`src/rtl/matrix_op_dispatcher.sv`:
```
// Routes one matrix command at a time to one of NUM_UNITS op units, muxing the shared storage
// read port and writer interface to the selected unit. Optional watchdog: MATRIX_OP_DISPATCHER_WATCHDOG_EN.
`ifndef MATRIX_ADDR_WIDTH
`define MATRIX_ADDR_WIDTH 12
`endif
`ifndef MATRIX_DATA_WIDTH
`define MATRIX_DATA_WIDTH 32
`endif

module matrix_op_dispatcher #(
    parameter int NUM_UNITS      = 4,
    parameter int ADDR_WIDTH     = `MATRIX_ADDR_WIDTH,
    parameter int DATA_WIDTH     = `MATRIX_DATA_WIDTH,
    parameter int TIMEOUT_CYCLES = 65535
) (
    input  logic                                  clk,
    input  logic                                  rst,
    input  logic                                  cmd_valid,
    output logic                                  cmd_ready,
    input  logic [2:0]                            cmd_op,
    input  logic [2:0]                            cmd_a_id,
    input  logic [2:0]                            cmd_b_id,
    output logic [NUM_UNITS-1:0]                  unit_start,
    output logic [2:0]                            unit_a_id,
    output logic [2:0]                            unit_b_id,
    input  logic [NUM_UNITS-1:0]                  unit_busy,
    input  logic [NUM_UNITS-1:0][2:0]             unit_status,
    input  logic [NUM_UNITS-1:0][ADDR_WIDTH-1:0]  unit_read_addr,
    output logic [ADDR_WIDTH-1:0]                 read_addr,
    input  logic [NUM_UNITS-1:0]                  unit_write_request,
    input  logic [NUM_UNITS-1:0]                  unit_data_valid,
    input  logic [NUM_UNITS-1:0][2:0]             unit_matrix_id,
    input  logic [NUM_UNITS-1:0][7:0]             unit_actual_rows,
    input  logic [NUM_UNITS-1:0][7:0]             unit_actual_cols,
    input  logic [NUM_UNITS-1:0][DATA_WIDTH-1:0]  unit_data_in,
    input  logic [NUM_UNITS-1:0][63:0]            unit_matrix_name,
    output logic                                  write_request,
    output logic                                  data_valid,
    output logic [2:0]                            matrix_id,
    output logic [7:0]                            actual_rows,
    output logic [7:0]                            actual_cols,
    output logic [DATA_WIDTH-1:0]                 data_in,
    output logic [63:0]                           matrix_name,
    input  logic                                  write_ready,
    input  logic                                  writer_ready,
    input  logic                                  write_done,
    output logic [NUM_UNITS-1:0]                  unit_write_ready,
    output logic [NUM_UNITS-1:0]                  unit_writer_ready,
    output logic [NUM_UNITS-1:0]                  unit_write_done,
    output logic                                  busy,
    output logic                                  done,
    output logic [2:0]                            status
);

    // matrix_op_status_e encoding
    localparam logic [2:0] MATRIX_OP_STATUS_IDLE         = 3'd0;
    localparam logic [2:0] MATRIX_OP_STATUS_BUSY         = 3'd1;
    localparam logic [2:0] MATRIX_OP_STATUS_SUCCESS      = 3'd2;
    localparam logic [2:0] MATRIX_OP_STATUS_ERR_FORMAT   = 3'd3;
    localparam logic [2:0] MATRIX_OP_STATUS_ERR_INTERNAL = 3'd4;

    localparam logic [2:0] S_IDLE      = 3'd0;
    localparam logic [2:0] S_LAUNCH    = 3'd1;
    localparam logic [2:0] S_WAIT_BUSY = 3'd2;
    localparam logic [2:0] S_RUN       = 3'd3;
    localparam logic [2:0] S_COMPLETE  = 3'd4;

    localparam int SW = (NUM_UNITS > 1) ? $clog2(NUM_UNITS) : 1;

    if (TIMEOUT_CYCLES < 2) begin : g_timeout_chk
        $error("TIMEOUT_CYCLES must be at least 2");
    end

    logic [2:0]    state;
    logic [SW-1:0] sel;
    logic          active;
    logic          cmd_fire;
    logic          op_bad;
    logic          wd_expired;

    assign cmd_ready = (state == S_IDLE);
    assign busy      = (state != S_IDLE);
    assign done      = (state == S_COMPLETE);
    assign active    = (state == S_LAUNCH) || (state == S_WAIT_BUSY) || (state == S_RUN);
    assign cmd_fire  = cmd_valid && cmd_ready;
    assign op_bad    = 32'(cmd_op) >= NUM_UNITS;

`ifdef MATRIX_OP_DISPATCHER_WATCHDOG_EN
    localparam int WDW = $clog2(TIMEOUT_CYCLES + 1);
    logic [WDW-1:0] wd_cnt;

    always_ff @(posedge clk or posedge rst) begin
        if (rst)
            wd_cnt <= '0;
        else if (state == S_LAUNCH)
            wd_cnt <= '0;
        else if ((state == S_WAIT_BUSY) || (state == S_RUN))
            wd_cnt <= wd_cnt + WDW'(1);
    end

    // Fires so that done lands exactly TIMEOUT_CYCLES cycles after the LAUNCH cycle.
    assign wd_expired = (wd_cnt == WDW'(TIMEOUT_CYCLES - 2));
`else
    assign wd_expired = 1'b0;
`endif

    always_ff @(posedge clk or posedge rst) begin
        if (rst) begin
            state     <= S_IDLE;
            sel       <= '0;
            unit_a_id <= '0;
            unit_b_id <= '0;
            status    <= MATRIX_OP_STATUS_IDLE;
        end else begin
            case (state)
                S_IDLE: begin
                    if (cmd_fire) begin
                        sel       <= cmd_op[SW-1:0];
                        unit_a_id <= cmd_a_id;
                        unit_b_id <= cmd_b_id;
                        if (op_bad) begin
                            status <= MATRIX_OP_STATUS_ERR_FORMAT;
                            state  <= S_COMPLETE;
                        end else begin
                            status <= MATRIX_OP_STATUS_BUSY;
                            state  <= S_LAUNCH;
                        end
                    end
                end
                S_LAUNCH: state <= S_WAIT_BUSY;
                S_WAIT_BUSY: begin
                    if (wd_expired) begin
                        status <= MATRIX_OP_STATUS_ERR_INTERNAL;
                        state  <= S_COMPLETE;
                    end else if (unit_busy[sel]) begin
                        state <= S_RUN;
                    end
                end
                S_RUN: begin
                    if (wd_expired) begin
                        status <= MATRIX_OP_STATUS_ERR_INTERNAL;
                        state  <= S_COMPLETE;
                    end else if (!unit_busy[sel]) begin
                        status <= unit_status[sel];
                        state  <= S_COMPLETE;
                    end
                end
                S_COMPLETE: state <= S_IDLE;
                default:    state <= S_IDLE;
            endcase
        end
    end

    // Only the selected unit reaches the shared ports; everything else reads as zero.
    always_comb begin
        unit_start        = '0;
        unit_write_ready  = '0;
        unit_writer_ready = '0;
        unit_write_done   = '0;
        read_addr         = '0;
        write_request     = 1'b0;
        data_valid        = 1'b0;
        matrix_id         = '0;
        actual_rows       = '0;
        actual_cols       = '0;
        data_in           = '0;
        matrix_name       = '0;
        for (int i = 0; i < NUM_UNITS; i++)
            unit_start[i] = (state == S_LAUNCH) && (sel == SW'(i));
        if (active) begin
            read_addr              = unit_read_addr[sel];
            write_request          = unit_write_request[sel];
            data_valid             = unit_data_valid[sel];
            matrix_id              = unit_matrix_id[sel];
            actual_rows            = unit_actual_rows[sel];
            actual_cols            = unit_actual_cols[sel];
            data_in                = unit_data_in[sel];
            matrix_name            = unit_matrix_name[sel];
            unit_write_ready[sel]  = write_ready;
            unit_writer_ready[sel] = writer_ready;
            unit_write_done[sel]   = write_done;
        end
    end

endmodule
```
`config.mk`:
```
export PLATFORM = sky130hd
export DESIGN_NAME = matrix_op_dispatcher
export DESIGN_NICKNAME = d
export VERILOG_FILES = /design/src/rtl/matrix_op_dispatcher.sv
export SDC_FILE = /design/constraint.sdc
export NUM_CORES = 1
export LEC_CHECK = 0
export CORE_AREA = 3 3 274 276
export CTS_CLUSTER_DIAMETER = 150
export DETAILED_ROUTE_END_ITERATION = 7
export DIE_AREA = 0 0 277 279
export DONT_BUFFER_PORTS = 1
export PLACE_DENSITY = 0.3
export SETUP_SLACK_MARGIN = 0.15
export SKIP_LAST_GASP = 1
export SYNTH_ARGS = -nofsm -noshare
export SYNTH_HDL_FRONTEND = slang
export SYNTH_SLANG_ARGS = --single-unit
export TNS_END_PERCENT = 30
```
`constraint.sdc`:
```
create_clock -name clk -period 4.5 [get_ports clk]
set_input_delay 0.45 -clock clk [delete_from_list [all_inputs] [get_ports clk]]
set_output_delay 0.45 -clock clk [all_outputs]
set_load 0.005 [all_outputs]
```
======== After elaboration in Yosys (flattened, before gate mapping) ========
Index checks and enable logic that the tools add are counted.
W data, S select, Z words.
storage, ports and cells
  register bits after elaboration ......... 14
  bits of input ports ..................... 547
cells by class
  order comparisons ....................... 3
  eq/ne operators ......................... 10
  multiplexer cells ....................... 42
  bitwise gates (word level) .............. 3
  reduce and logical (&&, ||, !) cells .... 15
operators by type and width
  operator              count
  $bmux W64 S2          1
  $mux W64              2
  $bmux W32 S2          1
  $mux W32              2
  $bmux W8 S2           2
  $mux W8               4
  $mux W3               9
  $bmux W12 S2          1
  $mux W12              2
  $and A4 B4 Y4         3
  $bmux W3 S2           2
  $mux W4               3
  $pmux W3 S4           1
  $bmux W1 S2           3
  $eq A3 B2 Y1 const B  2
  $logic_and A1 B1 Y1   6
  $mux W1               6
  $pmux W3 S2           1
  $reduce_and A3 Y1     2
  $eq A2 B2 Y1 const B  2
  $ne A2 B1 Y1 const B  2
  $eq A3 B1 Y1 const B  1
  $eq A3 B3 Y1 const B  1
  $ge A3 B3 Y1 const B  1
  other kinds (12)      13

======== Depth between registers and ports, before layout ========
  word-level depth ........................ 6
  gate-level depth with buffers ........... 6
  gate-level depth less buffers ........... 4

======== Worst setup path before layout ========
OpenSTA, ideal clock, no wires.
  kind .................................... register to output
  from .................................... register sel[0]
  to ...................................... output actual_cols[0]
  arrival time ............................ 1.412 ns
  data required time ...................... 4.050 ns
  setup slack ............................. 2.638 ns
  cell stages (with the launch flop) ...... 6
  buffers on the path ..................... 3
  cells stage by stage .................... dfrtp_1 > buf_6 > buf_6 > buf_6 > mux4_2 > and2_1
between the ends
  cells in the longest elaborated chain, start to end .. 3
ends and longest elaborated chain
  item                           RTL line  text
  from (decl)                    75        logic [SW-1:0] sel;
  from (signal assigned)         118       sel <= cmd_op[SW-1:0];
  $bmux W8 S2                    176       actual_cols = unit_actual_cols[sel];
  $mux W8 (not written as such)  176
  $mux W8                        170       if (active) begin
  to (decl)                      41        output logic [7:0] actual_cols,
Every way passes these cells. The select of a mux whose other input is x is not followed.

======== Final worst setup path ========
  from .................................... register sel[1]
  to ...................................... output data_in[7]
between the ends
  cells in the longest elaborated chain, start to end .. 3
ends and longest elaborated chain
  item                            RTL line  text
  $bmux W32 S2                    177       data_in = unit_data_in[sel];
  $mux W32 (not written as such)  177
  $mux W32                        170
  to (decl)                       42        output logic [DATA_WIDTH-1:0] data_in,
Every way passes these cells. The select of a mux whose other input is x is not followed.

==> results.txt <==
The cell area after synthesis came out at 0.00482 mm2. Hold is met by 183 ps. The relative contribution of sequential cells to total power is 12.3%. Across the run, the number of max-cap violations was 0. The total of warnings raised by yosys is 0. The library cell used most frequently in the layout, excluding fill and tap cells, is mux4_2. The post-cts resize count is 0.

In this run the power density over the cells is 635 mW/mm2. Measured against its own limit, the worst slew margin works out to 33.2%. Counting I/O delays and the setup requirement, the final critical path takes 2880 ps.

The register area share after synthesis came out at 7.27%. The first-pass iteration count of the detailed router is 4. The residual DRC count is 0. The via count of the first global-routing pass is 4361. The number of buffers inserted for hold repair after clock tree synthesis is 0. The number of top-level design ports is 704. After the first detailed-routing iteration, the DRC count stood at 188. The clock slew at the register clock pins of the worst setup and hold paths came out at 50 ps. In this run the number of H-tree levels came out at 1. The deepest clock path buffer count came out at 2. The filler cell count came out at 8476. In the layout the commonest cells are 133 x mux4_2, 129 x and2_1, 17 x nor2_1, 12 x dfrtp_1, 8 x mux2_2.

The pin slew with the least headroom to its limit is 1000 ps. The number of antenna violations at the first check in global routing is 46. The hold violation count in the final report came to 0. The cell leakage power is 1.57 nW. The TritonCTS buffer count came out at 3.

The setup violation total in the final timing report came out at 0. Traced cell by cell, the critical path runs through buf_12, mux4_2, and2_1. On the worst path, the slowest cell contributes a delay of 1010 ps. The worst path arrival time is 2430 ps. STA classifies the critical path endpoint as an output pin. TritonCTS built the clock tree. Total power for the finished layout comes to 3.78 mW. After detailed routing, the average wire length per cell comes to 25.4 um. Adding up every negative setup slack in the final design gives 0 ps.

The highest ir drop seen on vdd is 0.327 mV. For this block, the routed nets add up to 33800 um of wire. The floorplan has 99 rows. The internal power summed over all cells is 1.96 mW. The overall fraction of global-route tracks in use came out at 7.91%. The die boundary width came out at 277 um. The post-CTS repair timing setup buffer count is 0. The port buffer count is 0. The final-stage net count came out at 897. The initial core utilization came out at 6.62%. The via count of the routed design came out at 4054. The post-route antenna net violation count came out at 0. The number of slew-limit violations in the final report is 0. The net switching power figure is 1.82 mW.

For the worst setup path, the data required time is 4050 ps. The combinational fraction of design power is 83.0%. The worst register-to-register path begins at sel[0]. The placeable core region is 0.0728 mm2. Setup repair after global routing left no endpoint under its margin. The share of total power consumed by net switching is 48.2%.

The largest net degree at the start of global routing came out at 77. The kind of start point of the critical path is a flop. The number of nets handed over by synthesis was 934.

At the end of routability-driven placement, the weighted congestion stood at 0.921. The area of the die came out at 0.0773 mm2. The number of cells in the design after placement is 1304.

The global-route wire length before repair is 42100 um. The synthesized instance count is 387. Synthesis instantiated 27 different standard cells from the library. The flow ran to the end, and the final reports show no timing, DRC or antenna violations. Static timing analysis puts the maximum clock frequency at 347 MHz. The maximum net fanout on the critical path is 76.

After global routing the overflow that remains totals 0. The floorplan die height came out at 279 um. The cell with the largest stage delay on the worst path is dfrtp_4. Dividing the detail-routed via count by the number of cells gives 3.05. The CTS sink count is 14.

The number of standard cells in the final layout excluding fillers came out at 1331. The share of layout cells above drive strength 1 is 44.4%. The path type of the worst min-delay path is input pin to asynchronous set/reset pin.

After layout, the worst path uses 64.0% of the clock period. The register bit total from synthesis is 14. The clock network latency to the later pin of the worst-skew pair came out at 250 ps. Tracing the worst setup path back leads to its startpoint at sel[1]. On the final layout, the worst clock skew is 7.28 ps. The tree is rooted in a clkbuf_16.

The area growth from synthesis to layout is 23.6%. The clock network burns 4.7% of the power. The worst setup path is of the flop to output pin kind. The average cell area after synthesis came out at 12.5 um2. The wire-length estimate of the detail-placed layout is 31400 um.
cells in the mapped netlist:
library cell	n	area share, %
a211oi_1	1	0.16
a21oi_1	1	0.10
o21a_1	1	0.16
dfrtp_1	14	7.3
buf_6	12	2.8
inv_1	5	0.39
nor2_2	1	0.13
a41o_1	1	0.21
or3_1	2	0.26
buf_4	1	0.16
nand2b_1	4	0.52
a41oi_1	1	0.18
nor2_1	17	1.3
nor3_1	6	0.62
o22ai_1	1	0.13
mux2_2	8	1.9
mux4_2	133	62
a32oi_1	1	0.18
nand2_1	7	0.55
nand3b_1	1	0.16
and2_1	129	17
buf_2	17	1.8
nor2b_1	1	0.13
clkbuf_2	1	0.10
nor3_4	1	0.34
clkbuf_1	18	1.4
o21ai_0	2	0.21
worst paths after layout:
kind	cells after the start	slack [ps]	endpoint
setup / recovery	3	1620	data_in[7]
hold / removal	1	180	status[2]
setup reg to reg	4	2180	status[1]
hold reg to reg	1	550	unit_b_id[1]
max in group asynchronous	1	3820	sel[1]
min in group clk	1	350	sel[1]
flip-flops by register name, indices dropped and copies added (netlist names):
name	count
state	3
status	3
unit_a_id	3
sel	2
unit_b_id	3
per-layer routing:
layer  global-route usage (%)  vias to the layer above  part of all wire, %
li1                         -                     1499                    -
met1                     7.55                     1989                   31
met2                     15.4                      482                   53
met3                     2.78                       78                   10
met4                     3.15                        6                  5.5
met5                        0                        -                 0.13
logic make-up after synthesis:
logic type      Yosys count  share of synthesized area (%)
simple gates            169                           20.8
mux                     141                           64.0
buf+inv                  54                           6.62
flops                    14                           7.27
compound gates            9                           1.32
worst max-delay path: cells and delay by family, from the launching register on:
family | cells | cell delay [ps]
buffers and inverters | 1 | 390
DFF | 1 | 1010
muxes | 1 | 400
and+or+nand+nor | 1 | 200
final cells by class:
type                            count  area, um2  share of cell area (%)
Multi-Input combinational cell    319       4160                    69.7
Tap cell                          959       1200                    20.1
Sequential cell                    14        358                    6.01
Timing Repair Buffer                7       90.1                    1.51
Clock buffer                        4       78.8                    1.32
Antenna cell                       23       57.6                   0.966
Inverter                            5       18.8                   0.315
metrics by stage:
stage               setup WS [ps]  area [um2]  utilization, %
floorplan                    2640        4820               -
global placement             1940        5820            7.99
detailed placement           1910        5820            7.99
CTS                          1630        5900            8.10
global route                 1540        5940            8.16
finish                       1620        5960            8.18
power by group through the flow:
stage / registers (mW) / logic [mW] / clock network (mW)
after detailed placement: 0.469 / 3.20 / 0
after global routing: 0.487 / 3.39 / 0.192
after CTS: 0.469 / 3.21 / 0.185
after floorplan: 0.217 / 2.86 / 0
after global placement: 0.464 / 3.21 / 0
final: 0.464 / 3.14 / 0.179
(Power assumes the default switching activity.)
